`src/rtl/wb_pkg.sv`:
```
// ============================================================================
//  Module   : wb_pkg
//  Purpose  : Shared state encoding and load funct3 codes for writeback.
//  Revision : 1.0
// ============================================================================
`default_nettype none

package wb_pkg;

    typedef enum logic [1:0] {
        ST_IDLE      = 2'd0,
        ST_LOAD_WAIT = 2'd1,
        ST_COMMIT    = 2'd2
    } wb_state_t;

    localparam logic [2:0] LB  = 3'b000;
    localparam logic [2:0] LH  = 3'b001;
    localparam logic [2:0] LW  = 3'b010;
    localparam logic [2:0] LBU = 3'b100;
    localparam logic [2:0] LHU = 3'b101;

endpackage

`default_nettype wire

```
`src/rtl/load_align.sv`:
```
// ============================================================================
//  Module   : load_align
//  Purpose  : Extracts and sign/zero-extends load data from an aligned word.
//  Revision : 1.0
// ============================================================================
`default_nettype none

module load_align
    import wb_pkg::*;
#(
    parameter int DWIDTH = 32
) (
    input  logic [DWIDTH-1:0] i_rdata,
    input  logic [2:0]        i_funct3,
    input  logic [1:0]        i_offset,
    output logic [DWIDTH-1:0] o_data
);

    logic [4:0]  w_bit_idx;
    logic [7:0]  w_byte;
    logic [15:0] w_half;

    assign w_bit_idx = {i_offset, 3'b000};
    assign w_byte    = i_rdata[w_bit_idx +: 8];
    assign w_half    = i_offset[1] ? i_rdata[31:16] : i_rdata[15:0];

    // Unrecognised size codes fall through to a full-word load.
    always_comb begin
        o_data = i_rdata;
        case (i_funct3)
            LB:      o_data = {{(DWIDTH-8){w_byte[7]}}, w_byte};
            LBU:     o_data = {{(DWIDTH-8){1'b0}}, w_byte};
            LH:      o_data = {{(DWIDTH-16){w_half[15]}}, w_half};
            LHU:     o_data = {{(DWIDTH-16){1'b0}}, w_half};
            default: o_data = i_rdata;
        endcase
    end

endmodule

`default_nettype wire

```
`src/rtl/writeback.sv`:
```
// ============================================================================
//  Module   : writeback
//  Purpose  : Register-file writeback stage; commits ALU results and aligned
//             load data, tracking one outstanding load for hazard logic.
//  Revision : 1.0
// ============================================================================
`default_nettype none

module writeback
    import wb_pkg::*;
#(
    parameter int DWIDTH = 32,
    parameter int AWIDTH = 5
) (
    input  logic              w_clk,
    input  logic              w_rst,
    input  logic              w_ex_valid,
    output logic              w_ex_ready,
    input  logic [AWIDTH-1:0] w_ex_rd,
    input  logic [DWIDTH-1:0] w_ex_result,
    input  logic              w_ex_is_load,
    input  logic [2:0]        w_ex_funct3,
    input  logic              w_mem_valid,
    input  logic [DWIDTH-1:0] w_mem_rdata,
    output logic              w_we,
    output logic [AWIDTH-1:0] w_addr_rd,
    output logic [DWIDTH-1:0] w_data_rd,
    output logic              w_pending_valid,
    output logic [AWIDTH-1:0] w_pending_rd
);

    wb_state_t         r_state;
    wb_state_t         w_state_nxt;

    logic [AWIDTH-1:0] r_ld_rd;
    logic [2:0]        r_ld_funct3;
    logic [1:0]        r_ld_offset;

    logic              r_we;
    logic [AWIDTH-1:0] r_addr;
    logic [DWIDTH-1:0] r_data;

    logic              w_hs;
    logic              w_latch_load;
    logic              w_we_nxt;
    logic [AWIDTH-1:0] w_addr_nxt;
    logic [DWIDTH-1:0] w_data_nxt;
    logic [DWIDTH-1:0] w_aligned;

    load_align #(
        .DWIDTH (DWIDTH)
    ) u_load_align (
        .i_rdata  (w_mem_rdata),
        .i_funct3 (r_ld_funct3),
        .i_offset (r_ld_offset),
        .o_data   (w_aligned)
    );

    assign w_ex_ready = (r_state != ST_LOAD_WAIT);
    assign w_hs       = w_ex_valid && w_ex_ready;

    always_ff @(posedge w_clk) begin
        if (w_rst) begin
            r_state     <= ST_IDLE;
            r_ld_rd     <= '0;
            r_ld_funct3 <= '0;
            r_ld_offset <= '0;
            r_we        <= 1'b0;
            r_addr      <= '0;
            r_data      <= '0;
        end else begin
            r_state <= w_state_nxt;
            r_we    <= w_we_nxt;
            r_addr  <= w_addr_nxt;
            r_data  <= w_data_nxt;
            if (w_latch_load) begin
                r_ld_rd     <= w_ex_rd;
                r_ld_funct3 <= w_ex_funct3;
                r_ld_offset <= w_ex_result[1:0];
            end
        end
    end

    // Writes to x0 run the full handshake but never assert the write enable,
    // and leave the visible address/data untouched.
    always_comb begin
        w_state_nxt  = r_state;
        w_latch_load = 1'b0;
        w_we_nxt     = 1'b0;
        w_addr_nxt   = r_addr;
        w_data_nxt   = r_data;
        case (r_state)
            ST_IDLE, ST_COMMIT: begin
                w_state_nxt = ST_IDLE;
                if (w_hs) begin
                    if (w_ex_is_load) begin
                        w_state_nxt  = ST_LOAD_WAIT;
                        w_latch_load = 1'b1;
                    end else begin
                        w_state_nxt = ST_COMMIT;
                        if (w_ex_rd != '0) begin
                            w_we_nxt   = 1'b1;
                            w_addr_nxt = w_ex_rd;
                            w_data_nxt = w_ex_result;
                        end
                    end
                end
            end
            ST_LOAD_WAIT: begin
                if (w_mem_valid) begin
                    w_state_nxt = ST_COMMIT;
                    if (r_ld_rd != '0) begin
                        w_we_nxt   = 1'b1;
                        w_addr_nxt = r_ld_rd;
                        w_data_nxt = w_aligned;
                    end
                end
            end
            default: w_state_nxt = ST_IDLE;
        endcase
    end

    assign w_we            = r_we;
    assign w_addr_rd       = r_addr;
    assign w_data_rd       = r_data;
    assign w_pending_valid = (r_state == ST_LOAD_WAIT);
    assign w_pending_rd    = w_pending_valid ? r_ld_rd : '0;

endmodule

`default_nettype wire
```
`config.mk`:
```
export PLATFORM = sky130hd
export DESIGN_NAME = writeback
export DESIGN_NICKNAME = d
export VERILOG_FILES = /design/src/rtl/wb_pkg.sv /design/src/rtl/load_align.sv /design/src/rtl/writeback.sv
export SDC_FILE = /design/constraint.sdc
export NUM_CORES = 1
export LEC_CHECK = 0
export ABC_AREA = 1
export CELL_PAD_IN_SITES_DETAIL_PLACEMENT = 2
export CELL_PAD_IN_SITES_GLOBAL_PLACEMENT = 2
export CORE_UTILIZATION = 24
export CTS_BUF_LIST = sky130_fd_sc_hd__clkbuf_4 sky130_fd_sc_hd__clkbuf_8
export CTS_CLUSTER_DIAMETER = 50
export DETAILED_ROUTE_END_ITERATION = 6
export MAX_ROUTING_LAYER = met4
export PLACE_DENSITY_LB_ADDON = 0.1
export SLEW_MARGIN = 10
export SYNTH_ARGS = -nofsm -noshare
export SYNTH_HDL_FRONTEND = slang
export SYNTH_SLANG_ARGS = --single-unit
```
`constraint.sdc`:
```
create_clock -name w_clk -period 1.9 [get_ports w_clk]
set_input_delay 0.38 -clock w_clk [delete_from_list [all_inputs] [get_ports w_clk]]
set_output_delay 0.38 -clock w_clk [all_outputs]
set_load 0.02 [all_outputs]
```
======== After elaboration in Yosys (flattened, before gate mapping) ========
Index checks and enable logic that the tools add are counted.
operators by class
  reduce and logical (&&, ||, !) cells .... 8
  shift-type cells ........................ 1
  equal/unequal tests ..................... 11
  muxes and demuxes ....................... 28
operators by type and width
  kind                  count
  $mux W32              5
  $pmux W32 S4          1
  $pmux W32 S2          1
  $shiftx A32 B6 Y8     1
  $mux W5               6
  $mux W16              1
  $pmux W5 S2           1
  $reduce_bool A5 Y1    2
  $mux W1               8
  $ne A2 B2 Y1 const B  4
  $eq A3 B3 Y1 const B  2
  $mux W2               3
  $reduce_and A6 Y1     1
  $ne A2 B1 Y1 const B  2
  $pmux W2 S2           1
  $eq A3 B1 Y1 const B  1
  $logic_not A3 Y1      1
  $eq A2 B1 Y1 const B  1
  $eq A2 B2 Y1 const B  1
  $logic_not A2 Y1      1
  $pmux W1 S2           1
  $reduce_bool A2 Y1    1
  $reduce_or A2 Y1      1
  $logic_and A1 B1 Y1   1
word-level totals
  input port bits ......................... 77
  bits in registers ....................... 50

======== Longest topological paths before layout ========
Gate-level depths: netlist (run 1).
  depth in word-level cells ............... 5
  gate-level depth with buffers ........... 10

======== Modules after synthesis ========
Synthesis (run 1) repeated with hierarchy kept, for this count alone.
unflattened totals
  cell total of the unflattened synthesis .. 587
  area, all modules ....................... 3527.1 um^2
modules (own cells, without submodules)
  module      times used  area an instance (um^2)  seq. area each (um^2)  cells each
  writeback   1           2715.1                   1001.0                 428
  load_align  1           812.0                    0.0                    159

======== Least setup slack after synthesis (run 1) ========
No wires, ideal clock.
  path kind ............................... reg2out
  from .................................... reg r_state[0]
  to ...................................... out w_pending_rd[0]
  stages on the path, launching flop included .. 6
  data arrival time ....................... 1175 ps
  slack ................................... 345 ps
  data required time ...................... 1520 ps
  cells stage by stage .................... dfxtp_1 -> inv_2 -> nor2_4 -> inv_2 -> clkbuf_1 -> nor2_1
between the ends
  longest elaborated chain between the ends .. 2
ends and longest elaborated chain
  item                    line              RTL
  from (decl)             writeback.sv:32   wb_state_t r_state;
  from (signal assigned)  writeback.sv:72   r_state <= w_state_nxt;
  $eq A2 B1 Y1            writeback.sv:126  assign w_pending_valid = (r_state == ST_LOAD_WAIT);
  $mux W5                 writeback.sv:127  assign w_pending_rd = w_pending_valid ? r_ld_rd : '0;
  to (decl)               writeback.sv:29   output logic [AWIDTH-1:0] w_pending_rd
No other way between the ends.

======== Final worst setup path (run 1) ========
  from .................................... reg r_state[0]
  to ...................................... out w_pending_rd[1]
The elaborated chain is that of the path after synthesis.

==> metrics.yaml, run 1 <==
routing:
  vias_per_cell: 4.74
  first_iter_violations: 105
  drtAntennaViolNets: 0
  vias: 3690
  wl_per_cell_um: 17.2
  drtPass1Iterations: 4
  drc_errors: 0
  wl_mm: 13.4
synthesis:
  synth-simple-area-share_pct: 40.2
  synthDistinctLibCells: 24
  synth_top_family_by_area: "simple AND/OR/NAND/NOR gates"
  synth_fa_ha_area_share_pct: 0
  ys_warn_count: 0
  synth_edf_count: 0
  synthArstFlopShare_pct: 0
  synth_compound_area_share_pct: 18.0
  syn_avg_cell_area_um2: 6.29
  synth_top_area_share_pct: 32.2
  synth_common_cells: "nand2_1, a21oi_1, dfxtp_1"
  yosysMostFrequentCell: "nand2_1"
  synth_nets: 572
  netlist_area_um2: 3110
  syn_inst: 495
  yosysSeqAreaShare_pct: 32.2
  yosys-top-cells-area: "dfxtp_1, nand2_1, a21oi_1"
  ys_ff_latch: 50
  synth.area.mux_share_pct: 0
  synth_ff_type: "dfxtp_1"
  synth_top_area_cell: "dfxtp_1"
  synthXorXnorAreaFrac_pct: 0
global_routing:
  grt_usage_pct: 21.1
  antenna_found_initial: 0
  grt_pass1_wl_mm: 20.8
  grt_max_degree: 49
  grt_pass1_vias: 3926
  grt_overflow: 0
floorplan:
  io_pins: 122
  die_x_um: 116
  die_h_um: 116
  rows: 41
  core_area_um2: 12600
  die_area_um2: 13400
  start_util_pct: 24.7
layout:
  post_route_cells_drive_above_1_share_pct: 11.0
  fillers: 1543
  post-route-util_pct: 36.7
  syn_to_final_growth_pct: 48.8
  fin_cells: 779
  fin_area_um2: 4630
  fin_nets: 683
  diodes: 0
clock_network:
  clock-sinks: 50
  cts_tree: "done"
  cts_max_path_buffers: 2
  h-tree-depth: 2
  cts_root_buf: "clkbuf_8"
  postCtsHoldBufs: 0
  insertion_delay_ps: 340
  clkSlewWorstSetupHoldPaths_ps: 110
  numCtsBuffers: 5
setup_path:
  crit_path_max_fanout: 11
  cp-end-kind: "output pin"
  path_class: "reg -> out"
  arrival_ps: 1450
  worstPathRequired_ps: 1520
  worstSetupStartpointType: "register"
sta:
  setup_ws_ps: 71.4
  timing.slew.headroom_pct: 62.6
  skew_ps: 12.2
  setup-violations-final: 0
  max_freq_mhz: 547
  period_share_pct: 96.2
  worst_slew_pin_slew_ps: 558
  hold_viol: 0
  post-route-min-period_ps: 1830
  drv_slew: 0
placed_design:
  place_inst: 769
  hpwl_mm: 10.1
  io_buffers: 121
  post_dp_cell_area_um2: 4530
  dpl_worst_slack_ps: -70.1
  finalWeightedCongestion: 0.819
pwr:
  p_leak_nw: 2.03
  powerDensity_nw_per_um2: 632
  ir_drop_mv: 0.231
run:
  maxCapViolCount: 0
run_status:
  status: "complete, no violations"
worst_hold_path:
  min_path_type: "reg -> reg"
[cells by family (layout without fill, tap and decap cells)]
family	count (synthesis)	in the layout
buffers and inverters	65	177
AO/OA/AOI/OAI	108	108
AND/OR/NAND/NOR	272	272
flip-flops	50	50
[cell type report]
class | instances | area, um^2 | share of cell area [%]
Inverter | 31 | 120 | 2.59
Clock buffer | 5 | 68.8 | 1.49
Tap cell | 172 | 215 | 4.64
Clock inverter | 3 | 23.8 | 0.513
Sequential cell | 50 | 1000 | 21.6
Timing Repair Buffer | 138 | 1390 | 30.1
Multi-Input combinational cell | 380 | 1810 | 39.1
[what timing repair did]
item                       in CTS  in global routing
gates cloned                    0                  0
setup endpoints to repair       7                  5
resized for setup              17                  3
setup buffers                   0                  2
pin swaps                       0                  1
[layer usage]
metal / track usage [%] / wire length [um]
met5: - / 0
met1: 24.9 / 6080
met4: 7.26 / 273
met3: 3.35 / 561
met2: 36.1 / 6470
[flip-flops by register name (all words and copies together) (netlist names)]
signal,count
w_data_rd,32
r_state,2
w_addr_rd,5
r_ld_rd,5
w_we,1
r_ld_offset,2
r_ld_funct3,3
[through the flow]
| stage | setup TNS [ps] | power, mW | hold WS, ps |
|---|---|---|---|
| after global routing | -88.6 | 3.13 | 506 |
| after detailed placement | -435 | 2.27 | 463 |
| after CTS | 0 | 2.99 | 484 |
| after floorplan | 0 | 1.75 | 445 |
| final | 0 | 2.93 | 480 |
| after global placement | 0 | 2.24 | 456 |
[placed cells by master (no fill, tap or decap), drive strengths merged]
master,instances
a21boi,5
a21oi,66
a31oi,1
buf,19
clkbuf,5
clkdlybuf4s15,3
clkdlybuf4s50,114
clkinv,1
clkinvlp,2
dfxtp,50
dlygate4sd2,2
inv,31
nand2,140
nand3,31
nand3b,27
nand4,1
nor2,48
nor3,1
o211ai,1
o21ai,34
o21bai,1
or2,24
[power breakdown]
| part | switching, mW | internal (mW) |
|---|---|---|
| Clock | 0.430 | 0.264 |
| Sequential | 0.0511 | 1.14 |
| Combinational | 0.557 | 0.489 |
| Total | 1.04 | 1.89 |
[final timing paths]
check,from,slack [ps],endpoint,cells after the start
max,r_state[0],70,w_pending_rd[1],5
min reg2reg,r_ld_rd[3],480,r_ld_rd[3],2
max reg2reg,r_state[0],250,w_data_rd[0],9
min,r_ld_rd[3],480,r_ld_rd[3],2
[worst max-delay path, cell delays in order (launching register included)]
cell             delay (ps)
dfxtp_1                 380
inv_2                    70
nor2_4                  190
inv_4                    90
nor2_1                  100
clkdlybuf4s15_2         260
Power figures use the tool's default switching activity.
==> inputs of run 2 (changes only) <==
- TNS_END_PERCENT: default -> 20
==> run 2 against run 1 <==
  * Critical path depth is the same
  * Wire length is 0.31% lower
  * Critical path type unchanged
  * Sequential share of layout area is 0.062 points higher
  * Setup slack gained 22 ps
  * Maximum frequency rose by 1.2%
  * Total power is essentially flat
  * Non-clock buffer count decreased by 2
  * Register-to-register slack gained 50 ps
  * Hold slack improved by 1.4 ps
  * Final cell count is 0.26% lower
  * Design area shrank 0.16%
==> metrics.yaml, run 2 (synthesis gave the netlist of run 1 again) <==
clock_network:
  clock-sinks: 50
  insertion_delay_ps: 340
  post_cts_buffers: 0
  cts_root_buf: "clkbuf_8"
  cts_max_path_buffers: 2
  postCtsHoldBufs: 0
  clkSlewWorstSetupHoldPaths_ps: 110
  numCtsBuffers: 5
  cts_tree: "done"
  h-tree-depth: 2
run:
  maxCapViolCount: 0
sta:
  post-route-min-period_ps: 1810
  max_freq_mhz: 553
  setup-violations-final: 0
  hold_viol: 0
  rsz0062_at_grt: "false"
  skew_ps: 13.0
  period_share_pct: 95.1
  setup_tns_ps: 0
  timing.slew.headroom_pct: 62.7
  worst_slew_pin_slew_ps: 557
  drv_slew: 0
placed_design:
  io_buffers: 121
  hpwl_mm: 10.1
  post_dp_cell_area_um2: 4530
  finalWeightedCongestion: 0.819
floorplan:
  core_area_um2: 12600
  rows: 41
  die_h_um: 116
  die_area_um2: 13400
  start_util_pct: 24.7
  io_pins: 122
  die_x_um: 116
routing:
  drc_errors: 0
  wl_mm: 13.3
  first_iter_violations: 106
  top_layer: "met4"
  vias_per_cell: 4.73
  vias: 3676
  wl_per_cell_um: 17.2
  drtPass1Iterations: 4
  met1Wirelength_mm: 6.06
  wl_met3_um: 565
  drtAntennaViolNets: 0
  wl_met2_mm: 6.46
setup_path:
  worstPathRequired_ps: 1520
  cp-end-kind: "output pin"
  worstSetupStartpointType: "register"
  path_class: "reg -> out"
  arrival_ps: 1430
  crit_path_max_fanout: 11
layout:
  syn_to_final_growth_pct: 48.6
  fin_area_um2: 4630
  final_cell_mix: "nand2_1, clkdlybuf4s50_1, a21oi_1, dfxtp_1, nor2_1"
  diodes: 0
  post-route-util_pct: 36.7
  fin_nets: 681
  fillers: 1538
  largest_reg_flops: 32
  post_route_cells_drive_above_1_share_pct: 10.9
  layout_commonest_cell: "nand2_1"
global_routing:
  grt_pass1_wl_mm: 20.8
  grt_overflow: 0
  grt_pass1_vias: 3926
  grt_usage_pct: 21.1
  antenna_found_initial: 0
  grt_max_degree: 49
pwr:
  p_leak_nw: 2.02
  powerDensity_nw_per_um2: 633
  ir_drop_mv: 0.221
run_status:
  status: "complete, no violations"
worst_hold_path:
  min_path_type: "reg -> reg"
[run 2: changes by cell type in the layout (fill, tap and decap cells not counted)]
| cell | previous run | this run |
|---|---|---|
| buf_2 | 2 | 1 |
| buf_4 | 12 | 10 |
| clkdlybuf4s15_2 | 3 | 4 |
| dfxtp_1 | 50 | 49 |
| dfxtp_2 | 0 | 1 |
[run 2: cell type report]
cell class                      instances  area [um^2]  area share, %
Clock buffer                            5         68.8           1.49
Tap cell                              172          215           4.65
Timing Repair Buffer                  136         1380           29.9
Clock inverter                          3         23.8          0.514
Multi-Input combinational cell        380         1810           39.2
Sequential cell                        50         1000           21.7
Inverter                               31          120           2.60
[run 2: per-stage QoR]
stage	total power, mW	std cells	setup WS [ps]	hold WS, ps
2_1_floorplan	1.75	495	345	445
3_3_place_gp	2.24	769	13.3	456
3_5_place_dp	2.27	769	-70.1	463
4_1_cts	2.99	777	7.75	484
5_1_grt	3.12	777	16.0	506
6_report	2.93	777	93.1	481
[run 2: where the power goes]
group / internal (mW) / switching, mW / leakage [nW]
Sequential: 1.14 / 0.0516 / 0.413
Clock: 0.265 / 0.432 / 0.0408
Combinational: 0.486 / 0.556 / 1.56
Total: 1.89 / 1.04 / 2.02
[run 2: critical path, cell delays in order (launching register included)]
cell	delay [ps]
dfxtp_2	370
inv_2	50
nor2_4	180
inv_4	100
nor2_2	120
clkdlybuf4s15_2	270
[run 2: path summary, 6_finish.rpt]
path                                     start         endpoint  slack (ps)  cells after the start
worst max register to register  r_ld_offset[1]    w_data_rd[29]         300                      8
worst min register to register      r_ld_rd[3]       r_ld_rd[3]         480                      2
worst min-delay path                r_ld_rd[3]       r_ld_rd[3]         480                      2
worst max-delay path                r_state[0]  w_pending_rd[3]          90                      5
[run 2: layer usage]
layer / global-route usage (%) / up-vias
li1: - / 1818
met1: 24.9 / 1752
met2: 36.1 / 92
met3: 3.35 / 14
met4: 7.26 / 0
met5: - / -
[run 2: timing repair]
action                                 4_1_cts  5_1_grt
endpoints found under the hold margin        0        0
pin swaps                                    0        0
setup endpoints to repair                    7        5
gates resized for setup                     17        3
==> inputs of run 3 (changes only) <==
- CORE_UTILIZATION: 24 -> 35
- DONT_BUFFER_PORTS: default -> 1
==> run 3 against run 2 <==
  * Sequential cell count did not move
  * Via count fell by 11%
  * Core utilization rose by 1.8 points
  * Design area fell by 28%
  * Non-clock buffer count fell by 116
  * Clock skew fell by 6.6 ps
==> metrics.yaml, run 3 (synthesis gave the netlist of run 1 again) <==
clock_network:
  post_cts_buffers: 0
  clkSlewWorstSetupHoldPaths_ps: 100
  cts_root_buf: "clkbuf_8"
  h-tree-depth: 2
  cts_max_path_buffers: 2
  clock-sinks: 50
  cts_tree: "done"
  numCtsBuffers: 5
  insertion_delay_ps: 310
setup_path:
  crit_path_cell_trace: "inv_2, nor2_4, inv_2, nor2_2"
  critPathTopFamily: "simple AND/OR/NAND/NOR gates"
  cp-end-kind: "output pin"
  crit_path_end: "w_pending_rd[3]"
  worstSetupStartpointType: "register"
  cp_num_cells: 4
  cpPeakStageDelay_ps: 380
  r2r-end: "w_data_rd[0]"
  crit_path_max_fanout: 20
  critPathSlowestCell: "dfxtp_1"
  arrival_ps: 1380
  crit_top_cell: "inv_2"
  path_class: "reg -> out"
  r2r_slack_ps: 290
  path_buf_inv: 2
  crit_start: "r_state[0]"
  r2r-start: "r_state[0]"
  r2r_cells: 10
  worstPathRequired_ps: 1520
routing:
  vias: 3272
  vias_per_cell: 5.48
  drtPass1Iterations: 4
  first_iter_violations: 163
  wl_mm: 11.9
  wl_per_cell_um: 19.9
  drc_errors: 0
  drtAntennaViolNets: 0
sta:
  worst_slew_pin_slew_ps: 536
  post-route-min-period_ps: 1760
  setup_ws_ps: 135
  setup_tns_ps: 0
  max_freq_mhz: 567
  drv_slew: 0
  timing.slew.headroom_pct: 64.2
  hold_viol: 0
  skew_ps: 6.37
  period_share_pct: 92.9
  setup-violations-final: 0
  rsz0062_at_grt: "false"
pwr:
  powerDensity_nw_per_um2: 774
  p_leak_nw: 1.57
  ir_drop_mv: 0.287
global_routing:
  grt_max_degree: 33
  grt_overflow: 0
  grt_usage_pct: 26.7
  antenna_found_initial: 0
  grt_pass1_vias: 3320
  grt_pass1_wl_mm: 18.2
layout:
  fin_cells: 597
  layout_commonest_cell: "nand2_1"
  fin_nets: 565
  diodes: 0
  syn_to_final_growth_pct: 7.19
  largest_reg_flops: 32
  final_cell_mix: "nand2_1, a21oi_1, dfxtp_1, nor2_1, o21ai_0"
  post_route_cells_drive_above_1_share_pct: 13.5
floorplan:
  die_area_um2: 9280
  core_area_um2: 8680
  rows: 34
  io_pins: 122
  start_util_pct: 35.9
  die_h_um: 96.3
  die_x_um: 96.3
placed_design:
  dpl_worst_slack_ps: 180
  io_buffers: 0
  place_inst: 589
  hpwl_mm: 8.90
  finalWeightedCongestion: 0.883
worst_hold_path:
  min_path_type: "in -> reg"
run_status:
  status: "complete, no violations"
run:
  maxCapViolCount: 0
[run 3: how the worst min path moves through the flow]
stage | startpoint | to | cells past startpoint
6_report | w_rst | r_state[0] | 1
5_1_grt | w_rst | r_state[0] | 1
4_1_cts | w_rst | r_state[0] | 1
3_5_place_dp | w_rst | r_state[0] | 1
3_3_place_gp | w_rst | r_state[0] | 1
2_1_floorplan | r_ld_rd[3] | r_ld_rd[3] | 2
[run 3: cell type report]
type | instances | area, um^2
timing repair buffer | 20 | 175
clock inverter | 1 | 5.00
sequential | 50 | 1000
inverter | 31 | 118
tap | 108 | 135
fill | 1094 | 5340
multi-input combinational | 380 | 1810
clock buffer | 7 | 90.1
[run 3: where the power goes]
group	internal, mW	total [mW]	switching, mW	leakage [nW]
sequential	1.14	1.28	0.147	0.413
clock	0.310	0.687	0.378	0.0517
combinational	0.220	0.611	0.391	1.11
total	1.67	2.58	0.915	1.57
[run 3: per-layer routing]
layer | track usage, % | wire, um | vias up
li1 | - | - | 1583
met4 | 6.25 | 145 | 0
met5 | - | 0 | -
met3 | 6.48 | 810 | 16
met1 | 33.7 | 5270 | 1575
met2 | 42.9 | 5630 | 98
[run 3: what timing repair did]
| action | CTS | global route |
|---|---|---|
| hold buffers | 0 | 0 |
| setup endpoints to repair | 0 | 15 |
| gates resized for setup | 0 | 1 |
[run 3: stage by stage]
step	instance area (um^2)	hold WS (ps)	utilization (%)	power, mW
floorplan	3110	445	-	1.75
global placement	3240	452	37.3	1.89
detailed placement	3240	452	37.3	1.92
CTS	3340	119	38.4	2.62
global route	3340	115	38.5	2.73
finish	3340	126	38.5	2.58
